`config.mk`:
```
export PLATFORM = sky130hd
export DESIGN_NAME = btn_conditioner_flat
export DESIGN_NICKNAME = d
export VERILOG_FILES = /design/src/rtl/pong_pkg.sv /design/src/rtl/btn_conditioner_if.sv /design/src/rtl/btn_debounce.sv /design/src/rtl/btn_conditioner.sv /design/src/flat_wrapper.sv
export SDC_FILE = /design/constraint.sdc
export NUM_CORES = 1
export LEC_CHECK = 0
export BUFFER_PORTS_ARGS = -buffer_cell sky130_fd_sc_hd__buf_4
export CORE_ASPECT_RATIO = 1.1
export CORE_MARGIN = 2
export CORE_UTILIZATION = 55
export DETAILED_ROUTE_END_ITERATION = 10
export MAX_ROUTING_LAYER = met4
export PLACE_DENSITY = 0.72
export SYNTH_ARGS = -nofsm -noshare
export SYNTH_HDL_FRONTEND = slang
export SYNTH_SLANG_ARGS = --single-unit
```
`constraint.sdc`:
```
create_clock -name clk -period 3.3 [get_ports clk]
set_clock_uncertainty 0.05 [all_clocks]
set_input_delay 0.66 -clock clk [delete_from_list [all_inputs] [get_ports clk]]
set_output_delay 0.66 -clock clk [all_outputs]
set_load 0.05 [all_outputs]
```
`src/rtl/pong_pkg.sv`:
```
// Shared constants for the pong input path: button indices, default debounce
// length and the per-button debounce state encoding.
package pong_pkg;

  localparam int unsigned BTN_U = 0;
  localparam int unsigned BTN_D = 1;
  localparam int unsigned BTN_L = 2;
  localparam int unsigned BTN_R = 3;

  // 10 ms at the 12.5 MHz DIV_CLK[1] clock
  localparam int unsigned DEFAULT_DEBOUNCE_CYCLES = 125000;

  typedef enum logic [1:0] {
    STABLE_LO = 2'd0,
    WAIT_HI   = 2'd1,
    STABLE_HI = 2'd2,
    WAIT_LO   = 2'd3
  } db_state_t;

endpackage

```
`src/rtl/btn_conditioner_if.sv`:
```
// Button conditioner signal bundle: raw buttons and frame sync in, clean
// levels, edge pulses and per-frame requests out.
interface btn_conditioner_if #(
  parameter int unsigned NUM_BTNS = 4
);

  logic [NUM_BTNS-1:0] btn_raw;
  logic                frame_sync;
  logic [NUM_BTNS-1:0] btn_level;
  logic [NUM_BTNS-1:0] btn_press;
  logic [NUM_BTNS-1:0] btn_release;
  logic                frame_tick;
  logic [NUM_BTNS-1:0] frame_req;

  modport master (
    output btn_raw, frame_sync,
    input  btn_level, btn_press, btn_release, frame_tick, frame_req
  );

  modport slave (
    input  btn_raw, frame_sync,
    output btn_level, btn_press, btn_release, frame_tick, frame_req
  );

endinterface

```
`src/rtl/btn_debounce.sv`:
```
// One-bit synchronizer + debounce FSM with level/press/release outputs.
// Define AUTOREPEAT_EN to emit repeated press pulses while a button is held.
module btn_debounce
  import pong_pkg::*;
#(
  parameter int unsigned DEBOUNCE_CYCLES = DEFAULT_DEBOUNCE_CYCLES,
  parameter int unsigned REPEAT_DELAY    = 5000000,
  parameter int unsigned REPEAT_PERIOD   = 1250000
) (
  input  logic clk,
  input  logic reset_n,
  input  logic btn_raw,
  output logic btn_level,
  output logic btn_press,
  output logic btn_release
);

  if (DEBOUNCE_CYCLES < 2 || REPEAT_PERIOD < 1 || REPEAT_PERIOD > REPEAT_DELAY) begin : g_cfg_check
    $error("btn_debounce: need DEBOUNCE_CYCLES >= 2 and 1 <= REPEAT_PERIOD <= REPEAT_DELAY");
  end

  localparam int unsigned       CNT_W    = $clog2(DEBOUNCE_CYCLES);
  localparam logic [CNT_W-1:0]  CNT_LAST = CNT_W'(DEBOUNCE_CYCLES - 1);

  logic             sync_q1;
  logic             sync_q2;
  db_state_t        state;
  db_state_t        state_next;
  logic [CNT_W-1:0] cnt;
  logic [CNT_W-1:0] cnt_next;
  logic [CNT_W-1:0] cnt_inc;
  logic             level_d;
  logic             rpt_fire;

  always_ff @(posedge clk) begin
    if (!reset_n) begin
      sync_q1 <= 1'b0;
      sync_q2 <= 1'b0;
      state   <= STABLE_LO;
      cnt     <= '0;
      level_d <= 1'b0;
    end else begin
      sync_q1 <= btn_raw;
      sync_q2 <= sync_q1;
      state   <= state_next;
      cnt     <= cnt_next;
      level_d <= btn_level;
    end
  end

  // The sample that moves STABLE_x into WAIT_y is the first stable sample, so the
  // flip happens once the saturating count reaches DEBOUNCE_CYCLES-1 further samples.
  always_comb begin
    state_next = state;
    cnt_next   = cnt;
    cnt_inc    = (cnt == CNT_LAST) ? cnt : cnt + 1'b1;
    unique case (state)
      STABLE_LO: if (sync_q2) begin
        state_next = WAIT_HI;
        cnt_next   = '0;
      end
      WAIT_HI: if (!sync_q2) begin
        state_next = STABLE_LO;
        cnt_next   = '0;
      end else if (cnt_inc == CNT_LAST) begin
        state_next = STABLE_HI;
        cnt_next   = '0;
      end else begin
        cnt_next = cnt_inc;
      end
      STABLE_HI: if (!sync_q2) begin
        state_next = WAIT_LO;
        cnt_next   = '0;
      end
      WAIT_LO: if (sync_q2) begin
        state_next = STABLE_HI;
        cnt_next   = '0;
      end else if (cnt_inc == CNT_LAST) begin
        state_next = STABLE_LO;
        cnt_next   = '0;
      end else begin
        cnt_next = cnt_inc;
      end
      default: begin
        state_next = STABLE_LO;
        cnt_next   = '0;
      end
    endcase
  end

  always_comb begin
    btn_level   = (state == STABLE_HI) || (state == WAIT_LO);
    btn_press   = (btn_level & ~level_d) | rpt_fire;
    btn_release = ~btn_level & level_d;
  end

`ifdef AUTOREPEAT_EN
  localparam int unsigned      RPT_W      = $clog2(REPEAT_DELAY + 1);
  localparam logic [RPT_W-1:0] RPT_FIRST  = RPT_W'(REPEAT_DELAY);
  localparam logic [RPT_W-1:0] RPT_RELOAD = RPT_W'(REPEAT_DELAY - REPEAT_PERIOD);

  logic [RPT_W-1:0] rpt_cnt;
  logic [RPT_W-1:0] rpt_inc;

  assign rpt_inc = rpt_cnt + 1'b1;

  // Reloading to DELAY-PERIOD makes every later pulse land PERIOD cycles apart.
  always_ff @(posedge clk) begin
    if (!reset_n || state != STABLE_HI || state_next != STABLE_HI) begin
      rpt_cnt  <= '0;
      rpt_fire <= 1'b0;
    end else if (rpt_inc == RPT_FIRST) begin
      rpt_cnt  <= RPT_RELOAD;
      rpt_fire <= 1'b1;
    end else begin
      rpt_cnt  <= rpt_inc;
      rpt_fire <= 1'b0;
    end
  end
`else
  assign rpt_fire = 1'b0;
`endif

endmodule

```
`src/rtl/btn_conditioner.sv`:
```
// Debounces the board buttons and latches a per-frame move request on each
// falling edge of vga_v_sync. Define AUTOREPEAT_EN for held-button repeat presses.
module btn_conditioner
  import pong_pkg::*;
#(
  parameter int unsigned NUM_BTNS        = 4,
  parameter int unsigned DEBOUNCE_CYCLES = DEFAULT_DEBOUNCE_CYCLES,
  parameter int unsigned REPEAT_DELAY    = 5000000,
  parameter int unsigned REPEAT_PERIOD   = 1250000
) (
  input logic               clk,
  input logic               reset_n,
  btn_conditioner_if.slave  bus
);

  logic [NUM_BTNS-1:0] level;
  logic [NUM_BTNS-1:0] press;
  logic [NUM_BTNS-1:0] rel;
  logic [NUM_BTNS-1:0] pending;
  logic [NUM_BTNS-1:0] frame_req;
  logic                prev_sync;
  logic                frame_tick;

  for (genvar i = 0; i < NUM_BTNS; i++) begin : g_btn
    btn_debounce #(
      .DEBOUNCE_CYCLES (DEBOUNCE_CYCLES),
      .REPEAT_DELAY    (REPEAT_DELAY),
      .REPEAT_PERIOD   (REPEAT_PERIOD)
    ) u_debounce (
      .clk         (clk),
      .reset_n     (reset_n),
      .btn_raw     (bus.btn_raw[i]),
      .btn_level   (level[i]),
      .btn_press   (press[i]),
      .btn_release (rel[i])
    );
  end

  // A press coinciding with the tick goes straight into the new request and is
  // kept out of pending, so it is never counted in two frames.
  always_ff @(posedge clk) begin
    if (!reset_n) begin
      prev_sync  <= 1'b1;
      frame_tick <= 1'b0;
      pending    <= '0;
      frame_req  <= '0;
    end else begin
      prev_sync  <= bus.frame_sync;
      frame_tick <= prev_sync & ~bus.frame_sync;
      if (frame_tick) begin
        frame_req <= level | pending | press;
        pending   <= '0;
      end else begin
        pending <= pending | press;
      end
    end
  end

  assign bus.btn_level   = level;
  assign bus.btn_press   = press;
  assign bus.btn_release = rel;
  assign bus.frame_tick  = frame_tick;
  assign bus.frame_req   = frame_req;

endmodule

```
`src/flat_wrapper.sv`:
```
// flat-port wrapper written by rule: the top's interface ports become plain ports
module btn_conditioner_flat import pong_pkg::*;
#(
  parameter int unsigned NUM_BTNS        = 4,
  parameter int unsigned DEBOUNCE_CYCLES = DEFAULT_DEBOUNCE_CYCLES,
  parameter int unsigned REPEAT_DELAY    = 5000000,
  parameter int unsigned REPEAT_PERIOD   = 1250000
)
  (clk, reset_n, bus_btn_raw, bus_frame_sync, bus_btn_level, bus_btn_press, bus_btn_release, bus_frame_tick, bus_frame_req);
  btn_conditioner_if #(.NUM_BTNS(NUM_BTNS)) bus_i ();
  input logic clk;
  input logic reset_n;
  input wire logic [$bits(bus_i.btn_raw)-1:0] bus_btn_raw;
  input wire logic [$bits(bus_i.frame_sync)-1:0] bus_frame_sync;
  output wire logic [$bits(bus_i.btn_level)-1:0] bus_btn_level;
  output wire logic [$bits(bus_i.btn_press)-1:0] bus_btn_press;
  output wire logic [$bits(bus_i.btn_release)-1:0] bus_btn_release;
  output wire logic [$bits(bus_i.frame_tick)-1:0] bus_frame_tick;
  output wire logic [$bits(bus_i.frame_req)-1:0] bus_frame_req;
  assign bus_i.btn_raw = bus_btn_raw;
  assign bus_i.frame_sync = bus_frame_sync;
  assign bus_btn_level = bus_i.btn_level;
  assign bus_btn_press = bus_i.btn_press;
  assign bus_btn_release = bus_i.btn_release;
  assign bus_frame_tick = bus_i.frame_tick;
  assign bus_frame_req = bus_i.frame_req;
  btn_conditioner #(.NUM_BTNS(NUM_BTNS), .DEBOUNCE_CYCLES(DEBOUNCE_CYCLES), .REPEAT_DELAY(REPEAT_DELAY), .REPEAT_PERIOD(REPEAT_PERIOD)) u_core (.clk(clk), .reset_n(reset_n), .bus(bus_i));
endmodule
```
==> key figures <==
Run status
  – Outcome: complete, no violations

Global routing
  – First-pass GRT wire length: 23,800 um
  – Grt total ovfl: 0
  – Initial antenna violation count: 0
  – Vias in the first global route: 5,142
  – GRT Total Usage: 0.262
  – Largest net degree at the start of global routing: 44

Floorplan
  – Die W: 102 um
  – Initial core utilization: 0.562
  – CORE AREA: 10,300 sq um
  – Die height: 112 um
  – Io pins: 24
  – Row count: 39
  – Die ar.: 11,400 sq um

Clock tree
  – CTS clock-pin slew for the worst setup and hold paths: 0.06 ns
  – Clk_lat worst skew: 0.34 ns
  – CTS Buffer Depth: 2
  – TritonCTS clock tree: done
  – Clock sink count: 98
  – Root Buffer: clkbuf_16
  – Setup bufs post-CTS: 0
  – H-tree depth: 3
  – Num CTS Buffers: 9

Synthesis
  – Synth top area share: 0.337
  – Top-count cell post-synth: dfxtp_1
  – Post-synth top area cell: dfxtp_1
  – Synth Register Bits: 98
  – Synth cell count leaders: dfxtp_1 (98), nand2_1 (86), nor2_1 (60)
  – Compound-Gate Fraction of Synth Area: 0.180
  – Adder-cell share of the synthesized area: 0.00860
  – Synth Area in XOR/XNOR: 0.0452
  – Post-synthesis simple-gate area fraction: 0.352
  – Yosys cell types: 68
  – Sequential area share after synthesis: 0.337
  – Post-synth EDFFs: 0
  – Syn avg cell area: 7.56 sq um
  – Main synth FF type: dfxtp_1
  – Syn Inst Count: 769
  – Mux contribution to synthesized area: 0.0103
  – Synth area leaders: dfxtp_1 (34%), nand2_1 (5.5%), nand3_1 (4.0%)
  – Post-synth ARST share: 0
  – Syn Nets: 780
  – Synth warn: 0
  – Dominant combinational cell family by area after synthesis: simple AND/OR/NAND/NOR gates
  – Synthesized area: 5820 sq um

STA
  – Final worst path period share: 0.927
  – RSZ-0062 raised after global routing: no
  – Headroom to the max-slew limit: 0.573
  – Fin. max-slew vios: 0
  – Final min period: 3.06 ns
  – Setup_tns: 0 ns
  – Measured slew at the worst slew-check pin: 0.640 ns
  – Hold Vio Cnt, Final: 0
  – # setup viols final: 0
  – Max Clock Freq: 327 MHz
  – Final Worst Setup Slack: 0.240 ns

Setup path
  – Crit Path Class: flip-flop to flip-flop
  – Required time of the critical path: 3.48 ns
  – Worst-path maximum fanout: 8
  – R2R Setup Slk: 0.24 ns
  – Crit-path cells: ha_2, nand4_1, or4_1, xor2_1, or3b_1, or4_4, a41o_1, o2bb2ai_1
  – Delay-heaviest family, CP: simple AND/OR/NAND/NOR gates
  – Setup crit end kind: flip-flop
  – Crit-path max cell delay: 0.56 ns
  – Setup crit start kind: flip-flop
  – Arr. time, crit path: 3.24 ns
  – CP max-delay cell: or4_1
  – Buf+Inv Stages, Crit Path: 0

Drt
  – Drt wl/cell: 15.5 um
  – Initial drt markers: 232
  – Remaining DRCs: 0
  – ANT nets after route: 0
  – Drt first pass iters: 5
  – Via count: 5,609
  – Final wirelength: 14,000 um
  – Vias/cell: 6.22

Pwr
  – Max VDD drop: 0.366 mV
  – Leakage power total: 2.17 nW
  – PwrDens: 385 nW/um^2

Layout
  – Design Area, Final: 6320 sq um
  – # fillers: 965
  – Number of diodes: 0
  – Share of post-route cells with drive strength above 1: 0.0909
  – Nets: 766
  – Area Overhead vs Synth: 8.63%

Placement
  – I/O Buffers: 23
  – Pre-CTS setup slack: 0.158 ns
  – Detail Placement HPWL: 10,000 um
  – GP Congestion: 0.917
  – Area after DPL: 5990 sq um

Hold path
  – HP Class: flip-flop to flip-flop

Flow run
  – Max-cap viol count: 0
-- layout make-up --
| cell class | count | area [sq um] | share of cell area |
|---|---|---|---|
| inverter | 20 | 75.1 | 0.0119 |
| sequential | 98 | 1960 | 0.310 |
| multi-input combinational | 585 | 3480 | 0.550 |
| clock inverter | 5 | 78.8 | 0.0125 |
| timing repair buffer | 41 | 308 | 0.0487 |
| tap | 143 | 179 | 0.0283 |
| clock buffer | 10 | 239 | 0.0378 |
-- timing repair --
action	CTS	global route
hold buffers	0	0
hold endpoints to repair	0	0
gates resized for setup	0	3
setup endpoints to repair	0	13
-- flip-flops by register name, indices dropped and copies added, names as in the netlist, named ones only --
register / flops
u_core.g_btn.u_debounce.level_d: 4
u_core.g_btn.u_debounce.state: 4
u_core.prev_sync: 1
u_core.g_btn.u_debounce.sync_q1: 4
u_core.bus.frame_req: 4
u_core.g_btn.u_debounce.cnt: 68
u_core.pending: 4
u_core.bus.frame_tick: 1
u_core.g_btn.u_debounce.sync_q2: 4
-- final timing paths --
check | start | endpoint | cells past startpoint
worst max-delay path | u_core.g_btn[3].u_debounce.cnt[1] | u_core.g_btn[3].u_debounce.cnt[6] | 8
worst min-delay path | u_core.prev_sync | u_core.bus.frame_tick | 2
worst max register to register | u_core.g_btn[3].u_debounce.cnt[1] | u_core.g_btn[3].u_debounce.cnt[6] | 8
worst min register to register | u_core.prev_sync | u_core.bus.frame_tick | 2
-- cells in the final DEF (no fill, tap or decap), types with 11 or more instances in the layout --
cell      Yosys  routed
a21oi_1      31      31
a31oi_1      36      36
and2_1       23      23
and3_1       20      20
buf_4        12      41
dfxtp_1      98      98
inv_1        20      20
nand2_1      86      86
nand2b_1     11      11
nand3_1      46      46
nand4_1      30      30
nor2_1       60      60
nor3_1       25      25
o21ai_0      32      32
or4_1        12      11
xnor2_1      16      16
xor2_1       14      14
-- layer usage --
metal  share of wire  vias to the layer above  global-route usage
met5               0                        -                   -
met4           0.018                        0              0.0871
met3           0.052                       26              0.0540
met2            0.49                      148               0.415
met1            0.44                     2662               0.333
li1                -                     2773                   -
-- kinds of logic after synthesis --
group | count (synthesis)
XOR/XNOR | 30
AND/OR/NAND/NOR | 380
buffers and inverters | 86
multiplexers | 6
flip-flops | 98
AO/OA/AOI/OAI | 165
adder cells (fa/ha/maj) | 4
-- worst reg2reg max path, delay by kind of cell (launching register included) --
family          cells  cell delay [ns]
xor+xnor            1             0.18
fa+ha+maj           1             0.29
compound gates      2             0.37
simple gates        4             1.62
flops               1             0.44
-- metrics by stage --
stage / instances / hold WS, ns / power, mW / utilization
finish: 902 / 0.368 / 2.43 / 0.611
global route: 902 / 0.390 / 2.52 / 0.611
CTS: 902 / 0.373 / 2.45 / 0.610
detailed placement: 887 / 0.363 / 1.34 / 0.579
global placement: 887 / 0.349 / 1.34 / 0.579
floorplan: 769 / 0.344 / 1.30 / -
-- power breakdown --
| part | internal, mW | switching [mW] | total [mW] |
|---|---|---|---|
| clock | 0.679 | 0.440 | 1.12 |
| sequential | 1.20 | 0.0113 | 1.21 |
| combinational | 0.0352 | 0.0723 | 0.107 |
| total | 1.91 | 0.524 | 2.43 |
Note: power is estimated with default switching activity, not from simulation.
